[src/rtl/seq_detector_param_if.sv]
// seq_detector_param_if: strobe/config inputs and detection status outputs of the detector
interface seq_detector_param_if #(
   parameter int SEQ_LEN = 5,
   parameter int CNT_W   = 8
);
   logic               bit_valid;
   logic               seq_in;
   logic [SEQ_LEN-1:0] pattern;
   logic [SEQ_LEN-1:0] mask;
   logic               overlap_en;
   logic               clear;
   logic [SEQ_LEN-1:0] shreg_out;
   logic               match_pulse;
   logic [CNT_W-1:0]   match_cnt;
   logic               cnt_sat;
   modport master (
      output bit_valid, seq_in, pattern, mask, overlap_en, clear,
      input  shreg_out, match_pulse, match_cnt, cnt_sat
   );
   modport slave (
      input  bit_valid, seq_in, pattern, mask, overlap_en, clear,
      output shreg_out, match_pulse, match_cnt, cnt_sat
   );
endinterface

[src/rtl/seq_detector_param.sv]
// seq_detector_param: masked serial pattern detector with overlap control and saturating match count
module seq_detector_param #(
   parameter int SEQ_LEN = 5,
   parameter int CNT_W   = 8
) (
   input logic                  clk,
   input logic                  rst_n,
   seq_detector_param_if.slave  bus
);
   localparam int FW = $clog2(SEQ_LEN + 1);
   typedef enum logic {FILL, ARMED} state_t;
   state_t             r_state;
   logic [FW-1:0]      r_fill;
   logic [SEQ_LEN-1:0] r_shreg;
   logic               r_pulse;
   logic [CNT_W-1:0]   r_cnt;
   logic               r_sat;
   logic [SEQ_LEN-1:0] w_shreg_next;
   logic [FW-1:0]      w_fill_next;
   logic               w_hit;
   logic               w_restart;
   logic [CNT_W-1:0]   w_cnt_next;
   if (SEQ_LEN == 1) begin : g_one
      assign w_shreg_next = bus.seq_in;
   end else begin : g_multi
      assign w_shreg_next = {r_shreg[SEQ_LEN-2:0], bus.seq_in};
   end
   // Match is judged on the history and fill as they will be after this bit lands
   always_comb begin
      w_fill_next = (r_state == ARMED) ? r_fill : r_fill + FW'(1);
      w_hit       = bus.bit_valid && (w_fill_next == FW'(SEQ_LEN))
                    && (((w_shreg_next ^ bus.pattern) & bus.mask) == '0);
      w_restart   = w_hit && !bus.overlap_en;
      w_cnt_next  = (w_hit && !(&r_cnt)) ? r_cnt + CNT_W'(1) : r_cnt;
   end
   always_ff @(posedge clk or negedge rst_n) begin
      if (!rst_n) begin
         r_state <= FILL;
         r_fill  <= '0;
         r_shreg <= '0;
         r_pulse <= 1'b0;
         r_cnt   <= '0;
         r_sat   <= 1'b0;
      end else if (bus.clear) begin
         r_state <= FILL;
         r_fill  <= '0;
         r_shreg <= '0;
         r_pulse <= 1'b0;
         r_cnt   <= '0;
         r_sat   <= 1'b0;
      end else begin
         r_pulse <= w_hit;
         r_cnt   <= w_cnt_next;
         r_sat   <= &w_cnt_next;
         if (bus.bit_valid) begin
            r_shreg <= w_shreg_next;
            r_fill  <= w_restart ? '0 : w_fill_next;
            r_state <= (!w_restart && w_fill_next == FW'(SEQ_LEN)) ? ARMED : FILL;
         end
      end
   end
   assign bus.shreg_out   = r_shreg;
   assign bus.match_pulse = r_pulse;
   assign bus.match_cnt   = r_cnt;
   assign bus.cnt_sat     = r_sat;
endmodule

[src/flat_wrapper.sv]
// flat-port wrapper written by rule: the top's interface ports become plain ports
module seq_detector_param_flat 
#(
   parameter int SEQ_LEN = 5,
   parameter int CNT_W   = 8
)
  (clk, rst_n, bus_bit_valid, bus_seq_in, bus_pattern, bus_mask, bus_overlap_en, bus_clear, bus_shreg_out, bus_match_pulse, bus_match_cnt, bus_cnt_sat);
  seq_detector_param_if #(.SEQ_LEN(SEQ_LEN), .CNT_W(CNT_W)) bus_i ();
  input logic clk;
  input logic rst_n;
  input wire logic [$bits(bus_i.bit_valid)-1:0] bus_bit_valid;
  input wire logic [$bits(bus_i.seq_in)-1:0] bus_seq_in;
  input wire logic [$bits(bus_i.pattern)-1:0] bus_pattern;
  input wire logic [$bits(bus_i.mask)-1:0] bus_mask;
  input wire logic [$bits(bus_i.overlap_en)-1:0] bus_overlap_en;
  input wire logic [$bits(bus_i.clear)-1:0] bus_clear;
  output wire logic [$bits(bus_i.shreg_out)-1:0] bus_shreg_out;
  output wire logic [$bits(bus_i.match_pulse)-1:0] bus_match_pulse;
  output wire logic [$bits(bus_i.match_cnt)-1:0] bus_match_cnt;
  output wire logic [$bits(bus_i.cnt_sat)-1:0] bus_cnt_sat;
  assign bus_i.bit_valid = bus_bit_valid;
  assign bus_i.seq_in = bus_seq_in;
  assign bus_i.pattern = bus_pattern;
  assign bus_i.mask = bus_mask;
  assign bus_i.overlap_en = bus_overlap_en;
  assign bus_i.clear = bus_clear;
  assign bus_shreg_out = bus_i.shreg_out;
  assign bus_match_pulse = bus_i.match_pulse;
  assign bus_match_cnt = bus_i.match_cnt;
  assign bus_cnt_sat = bus_i.cnt_sat;
  seq_detector_param #(.SEQ_LEN(SEQ_LEN), .CNT_W(CNT_W)) u_core (.clk(clk), .rst_n(rst_n), .bus(bus_i));
endmodule
[config.mk]
export PLATFORM = sky130hd
export DESIGN_NAME = seq_detector_param_flat
export DESIGN_NICKNAME = d
export VERILOG_FILES = /design/src/rtl/seq_detector_param_if.sv /design/src/rtl/seq_detector_param.sv /design/src/flat_wrapper.sv
export SDC_FILE = /design/constraint.sdc
export NUM_CORES = 1
export LEC_CHECK = 0
export BUFFER_PORTS_ARGS = -buffer_cell sky130_fd_sc_hd__buf_2
export CORE_MARGIN = 3
export CORE_UTILIZATION = 51
export DETAILED_ROUTE_END_ITERATION = 8
export GPL_TIMING_DRIVEN = 0
export PLACE_DENSITY = 0.78
export SETUP_SLACK_MARGIN = 0.05
export SYNTH_ARGS = -nofsm -noshare
export SYNTH_HDL_FRONTEND = slang
export SYNTH_SLANG_ARGS = --single-unit
[constraint.sdc]
create_clock -name clk -period 2.52 [get_ports clk]
set_clock_uncertainty 0.05 [all_clocks]
set_input_delay 0.126 -clock clk [delete_from_list [all_inputs] [get_ports clk]]
set_output_delay 0.126 -clock clk [all_outputs]
set_load 0.02 [all_outputs]
==> metrics.md, run 1 <==
| Metric | Value |
|---|---|
| Status | complete, no violations |
| Comb pwr share | 0.137 |
| Final WS setup | roughly 230 ps |
| Syn nets | 131 |
| Worst-path fanout max | 10 |
| Fillers | 173 |
| Switch share | 0.253 |
| GRT Residual Overflow | 0 |
| Period utilization | 0.910 |
| Sequential fraction of the synthesis area | 0.410 |
| Clk Latency, worst-skew pair | 290 ps |
| Largest net degree at the start of global routing | 20 |
| CP required | 2670 ps |
| RD Place Congestion | 0.874 |
| Worst hold margin | 75.1 ps |
| Htree depth | 1 |
| Ys async rst share | 1.00 |
| CP arrival | 2440 ps |
| Yosys warns | 0 |
| Syn avg cell area | ~10 um2 |
| Pre-CTS setup slack | ~240 ps |
| Mapped Cells | about 110 |
| CTS tree | done |
| Sequential Power Share | 0.582 |
| Initial antenna violation count | 0 |
| Power share of the clock group | 0.281 |
| Lkg Pwr | 0.000666 uW |
| CP Class | flip-flop to flip-flop |
| Vias | slightly below 1,000 |
| Critical Path End Type | flip-flop |
| Post-Route Utilization | 0.669 |
| RSZ-0062 raised after global routing | false |
| Post-route setup TNS | 0 ps |
| Die W | 53.7 um |
| Period minus WS final | 2290 ps |
| Core footprint | slightly above 2000 um2 |
| Final hold vios | 0 |
| DRC violations left | 0 |
| Maximum clock rate | 436 MHz |
| IO Count | 31 |
| R2R depth | 8 |
| Synth unique cells | 42 |
| Final setup fails | 0 |
| Slew Viols, Final | 0 |
| CTS Buffer Depth | 2 |
| Layout overhead on the synthesized area | 19.0% |
| Largest area contributor in the netlist | dfrtp_1 |
| Max-cap violations | 0 |
| Hold-critical path depth | 3 |
| Num CTS Buffers | 3 |
| Hold Crit Class | input port to flip-flop |
| Share of cells above drive strength 1 | 0.327 |
| IO Port Bufs | 28 |
| Synth top area cells | dfrtp_1, nor2_1, xnor2_1 |
| Routed WL per cell | 14.3 um |
| Number of global-route vias before repair | 922 |
| Clock root buffer | clkbuf_4 |
| # diodes | 0 |
| Startpoint types | flip-flop |
| Synth Register Bits | 19 |
| Most used DFF post-synth | dfrtp_1 |
| First-pass GRT wire length | 4190 um |
| Initial Utilization | 0.562 |
| DRT iter0 DRCs | 14 |
| Initial DRT Pass Iterations | 4 |
| Slew HR | 0.685 |
| Hpwl dp | between 1500 and 2000 um |
| Post-route ant nets | 0 |
| P per Cell Area | between 300 and 400 nW/um2 |
| Synth Cell Area | 1160 um2 |
| Total Routed Length | 2480 um |
| Tot Pwr | 543 uW |
| Rows | 16 |
| VDD IR-drop max | 0.354 mV |
| Post-synth EDFFs | 0 |
| Switching pwr | 137 uW |
| Die footprint | 2880 um2 |
| Slew of the pin with the lowest slew margin | 472 ps |
| GR Util All Layers | 0.203 |
| Nets | ~170 |
| Chip height | 53.7 um |
| Internal | 405 uW |
| Clock Sinks | 19 |
| Worst-path clk slew | 110 ps |
| Area share of the largest cell type after synthesis | 0.410 |
| Via density per instance | 5.54 |
[stage by stage]
| step | instance area, um2 | std cells |
|---|---|---|
| after floorplan | 1160 | 113 |
| after global placement | 1330 | 168 |
| after detailed placement | 1330 | 168 |
| after CTS | 1370 | 173 |
| after global routing | 1380 | 174 |
| final | 1380 | 174 |
[Yosys cell counts (3+ instances only)]
cell type and n:
mux2i_1 5, nor2_1 18, inv_1 3, dfrtp_1 19
nor3_1 3, xnor2_1 7, xor2_1 6, nand2_1 5
nand3_1 3
[cell families (layout without fill, tap and decap cells)]
group | Yosys count | in the layout | synth area share
and+or+nand+nor | 46 | 46 | 0.237
AOI/OAI and AO/OA | 20 | 20 | 0.148
DFF | 19 | 19 | 0.410
xor gates and xnor gates | 13 | 13 | 0.0982
buffers and inverters | 8 | 42 | 0.0421
muxes | 5 | 5 | 0.0432
adders and majority gates | 2 | 2 | 0.0216
[per-layer routing]
| metal | track usage | wire, um | vias to the layer above |
|---|---|---|---|
| li1 | - | - | 468 |
| met1 | 0.267 | 1140 | 465 |
| met2 | 0.319 | 1190 | 27 |
| met3 | 0.0443 | 118 | 4 |
| met4 | 0.0851 | 38 | 0 |
| met5 | 0 | 0 | - |
[critical path, cell delays in order, from the launching register on]
cell and delay, ps:
dfrtp_1 440, ha_1 340, nor3_2 220, a32o_2 180
nand4_4 150, buf_6 200, o31ai_2 270, o221ai_1 170
nor4_2 170
[timing repair]
action	in CTS	in global routing
hold endpoints to repair	19	1
buffers inserted	0	0
hold buffers	1	1
resized for setup	0	0
[worst paths after layout]
path / slack [ps] / start / end
max: 230 / u_core.r_fill[0]$_DFFE_PN0P_ / u_core.bus.cnt_sat$_DFF_PN0_
min: 80 / bus_seq_in / u_core.bus.shreg_out[0]$_DFFE_PN0P_
max reg2reg: 230 / u_core.r_fill[0]$_DFFE_PN0P_ / u_core.bus.cnt_sat$_DFF_PN0_
min reg2reg: 490 / u_core.r_fill[1]$_DFFE_PN0P_ / u_core.r_fill[1]$_DFFE_PN0P_
max in group asynchronous: 1880 / rst_n / u_core.bus.match_cnt[4]$_DFF_PN0_
min in group asynchronous: 240 / rst_n / u_core.r_fill[2]$_DFFE_PN0P_
[flip-flops by register name (all words and copies together), names as in the netlist]
name                    count
u_core.bus.match_pulse      1
u_core.r_state              1
u_core.r_fill               3
u_core.bus.match_cnt        8
u_core.bus.cnt_sat          1
u_core.bus.shreg_out        5
[layout by cell type (no fill, tap or decap), types with 2 or more instances in the layout]
| master | count |
|---|---|
| ha_1 | 2 |
| nand3_1 | 3 |
| nor3b_1 | 2 |
| a22oi_2 | 2 |
| nand2b_1 | 2 |
| nand2_1 | 5 |
| dlygate4sd3_1 | 2 |
| o21ai_0 | 2 |
| clkbuf_4 | 3 |
| nor2_1 | 18 |
| buf_2 | 28 |
| inv_1 | 3 |
| clkbuf_1 | 3 |
| a21oi_1 | 2 |
| xnor2_1 | 7 |
| dfrtp_1 | 19 |
| buf_6 | 2 |
| mux2i_1 | 5 |
| nor3_1 | 3 |
| or3_1 | 2 |
| a21o_1 | 2 |
| xor2_1 | 6 |
| nor4_2 | 2 |
[power by group through the flow]
| stage | registers, uW | clock network (uW) | logic, uW |
|---|---|---|---|
| CTS | 316 | 159 | 74.1 |
| detailed placement | 322 | 0 | 72.7 |
| global route | 317 | 172 | 82.6 |
| finish | 316 | 153 | 74.1 |
| global placement | 321 | 0 | 70.4 |
| floorplan | 323 | 0 | 42.4 |
[layout make-up]
class | count | area (um2) | share of cell area
sequential | 19 | 475 | 0.345
inverter | 3 | 11.3 | 0.00816
buffer | 5 | 37.5 | 0.0272
tap | 27 | 33.8 | 0.0245
multi-input combinational | 86 | 636 | 0.461
clock buffer | 4 | 26.3 | 0.0190
timing repair buffer | 30 | 160 | 0.116
Power figures use the tool's default switching activity.
==> inputs of run 2 (changes only) <==
--- a/config.mk
+++ b/config.mk
@@ -5,11 +5,13 @@
 export SDC_FILE = /design/constraint.sdc
 export NUM_CORES = 1
 export LEC_CHECK = 0
+export ABC_CLOCK_PERIOD_IN_PS = 2520
 export BUFFER_PORTS_ARGS = -buffer_cell sky130_fd_sc_hd__buf_2
 export CORE_MARGIN = 3
 export CORE_UTILIZATION = 51
 export DETAILED_ROUTE_END_ITERATION = 8
 export GPL_TIMING_DRIVEN = 0
+export HOLD_SLACK_MARGIN = 0.12
 export PLACE_DENSITY = 0.78
 export SETUP_SLACK_MARGIN = 0.05
 export SYNTH_ARGS = -nofsm -noshare
==> metrics.md, run 2 (synthesis gave the netlist of run 1 again) <==
| Metric | Value |
|---|---|
| Status | complete, no violations |
| Metal-1 WL | 1150 um |
| Final hold vios | 0 |
| Maximum clock rate | around 440 MHz |
| Period minus WS final | 2290 ps |
| Startpoint types | flip-flop |
| Worst-path fanout max | 10 |
| Clock Sinks | 19 |
| Initial antenna violation count | 0 |
| CP Class | flip-flop to flip-flop |
| GR Util All Layers | 0.209 |
| Slew HR | 0.684 |
| Layout overhead on the synthesized area | 20.7% |
| Slew of the pin with the lowest slew margin | 473 ps |
| Sequential Power Share | 0.580 |
| Die footprint | around 2900 um2 |
| Die W | 53.7 um |
| Internal | 407 uW |
| Routed WL per cell | 14.2 um |
| Commonest non-fill, non-tap cell in the layout | buf_2 |
| Top layer in use | met4 |
| Power share of the clock group | 0.280 |
| Switch share | 0.253 |
| Num CTS Buffers | 3 |
| Worst-path clk slew | 110 ps |
| CTS Buffer Depth | 2 |
| Buffers & Inverters on Critical Path | 1 |
| DRC violations left | 0 |
| Total Routed Length | around 2500 um |
| P per Cell Area | roughly 390 nW/um2 |
| First-pass GRT wire length | 4320 um |
| Post-route setup TNS | 0 ps |
| Crit Reg-Reg Startpoint | u_core.r_fill[0]$_DFFE_PN0P_ |
| Post-route ant nets | 0 |
| CP required | 2670 ps |
| CP arrival | 2440 ps |
| Slew Viols, Final | 0 |
| RD Place Congestion | 0.874 |
| DRT iter0 DRCs | 14 |
| Comb pwr share | 0.140 |
| Initial Utilization | 0.562 |
| Initial DRT Pass Iterations | 4 |
| Hpwl dp | approximately 1900 um |
| Nets | between 150 and 200 |
| VDD IR-drop max | 0.356 mV |
| Number of global-route vias before repair | 914 |
| # diodes | 0 |
| Chip height | about 54 um |
| Lkg Pwr | a little under 0.0007 uW |
| CTS tree | done |
| IO Count | 31 |
| Commonest non-fill, non-tap cells in the layout | buf_2, dfrtp_1, nor2_1, xnor2_1, xor2_1 |
| Max-cap violations | 0 |
| Met3 Routed Length | 132 um |
| Share of cells above drive strength 1 | 0.322 |
| Largest net degree at the start of global routing | 20 |
| GRT Residual Overflow | 0 |
| Post-Route Utilization | 0.679 |
| Max incr delay on CP | 440 ps |
| Rows | 16 |
| Htree depth | 1 |
| Worst path slowest cell | dfrtp_1 |
| Hold Crit Class | input port to asynchronous set/reset pin |
| Worst hold margin | 239 ps |
| Clk Latency, worst-skew pair | 290 ps |
| Met2 WL | 1190 um |
| Clock root buffer | clkbuf_4 |
| RSZ-0062 raised after global routing | false |
| Crit path cell chain | ha_1 -> nor3_2 -> a32o_2 -> nand4_4 -> buf_6 -> o31ai_2 -> o221ai_1 -> nor4_2 |
| Core footprint | 2060 um2 |
| Critical Path End Type | flip-flop |
| Post-CTS Setup Repair Bufs | 0 |
| Period utilization | 0.909 |
| Final setup fails | 0 |
| IO Port Bufs | 28 |
| Critical path launch point | u_core.r_fill[0]$_DFFE_PN0P_ |
| Vias | 953 |
| Switching pwr | 138 uW |
| CP delay by family, top | compound AO/OA/AOI/OAI gates |
| Tot Pwr | 545 uW |
| Via density per instance | 5.41 |
| Largest register FFs | 8 |
## run 2: power by group through the flow
stage	Combinational (uW)	Sequential [uW]	Clock, uW
6_report	76.5	316	152
5_1_grt	85.4	317	172
4_1_cts	77.9	316	159
3_5_place_dp	72.7	322	0
2_1_floorplan	42.4	323	0
3_3_place_gp	70.4	321	0
## run 2: worst paths after layout
| kind | end | slack (ps) | cells after the start |
|---|---|---|---|
| max | u_core.bus.cnt_sat$_DFF_PN0_ | 230 | 8 |
| max reg2reg | u_core.bus.cnt_sat$_DFF_PN0_ | 230 | 8 |
| min in group clk | u_core.r_state$_DFFE_PN0P_ | 270 | 4 |
| min | u_core.r_fill[2]$_DFFE_PN0P_ | 240 | 2 |
| max in group asynchronous | u_core.bus.match_cnt[4]$_DFF_PN0_ | 1880 | 2 |
| min reg2reg | u_core.bus.shreg_out[4]$_DFFE_PN0P_ | 490 | 2 |
## run 2: cell type report
| cell class | count | area (um2) |
|---|---|---|
| Tap cell | 27 | 33.8 |
| Fill cell | 172 | 662 |
| Inverter | 3 | 11.3 |
| Clock buffer | 4 | 26.3 |
| Timing Repair Buffer | 32 | 180 |
| Sequential cell | 19 | 475 |
| Multi-Input combinational cell | 86 | 636 |
| Buffer | 5 | 37.5 |
## run 2: per-layer routing
| metal | GRT usage | up-vias |
|---|---|---|
| met5 | 0 | - |
| met4 | 0.0809 | 0 |
| met3 | 0.0416 | 4 |
| met2 | 0.327 | 29 |
| met1 | 0.283 | 449 |
| li1 | - | 471 |
## run 2: timing repair
item                      CTS  global route
hold endpoints to repair   25             0
hold buffers                4             0
gates resized for setup     0             0
## run 2: through the flow
stage | std cells | worst slack, ps | area (um2)
after floorplan | 113 | 480 | 1160
after CTS | 176 | 210 | 1400
final | 176 | 229 | 1400
after global routing | 176 | 113 | 1400
after detailed placement | 168 | 242 | 1330
after global placement | 168 | 314 | 1330
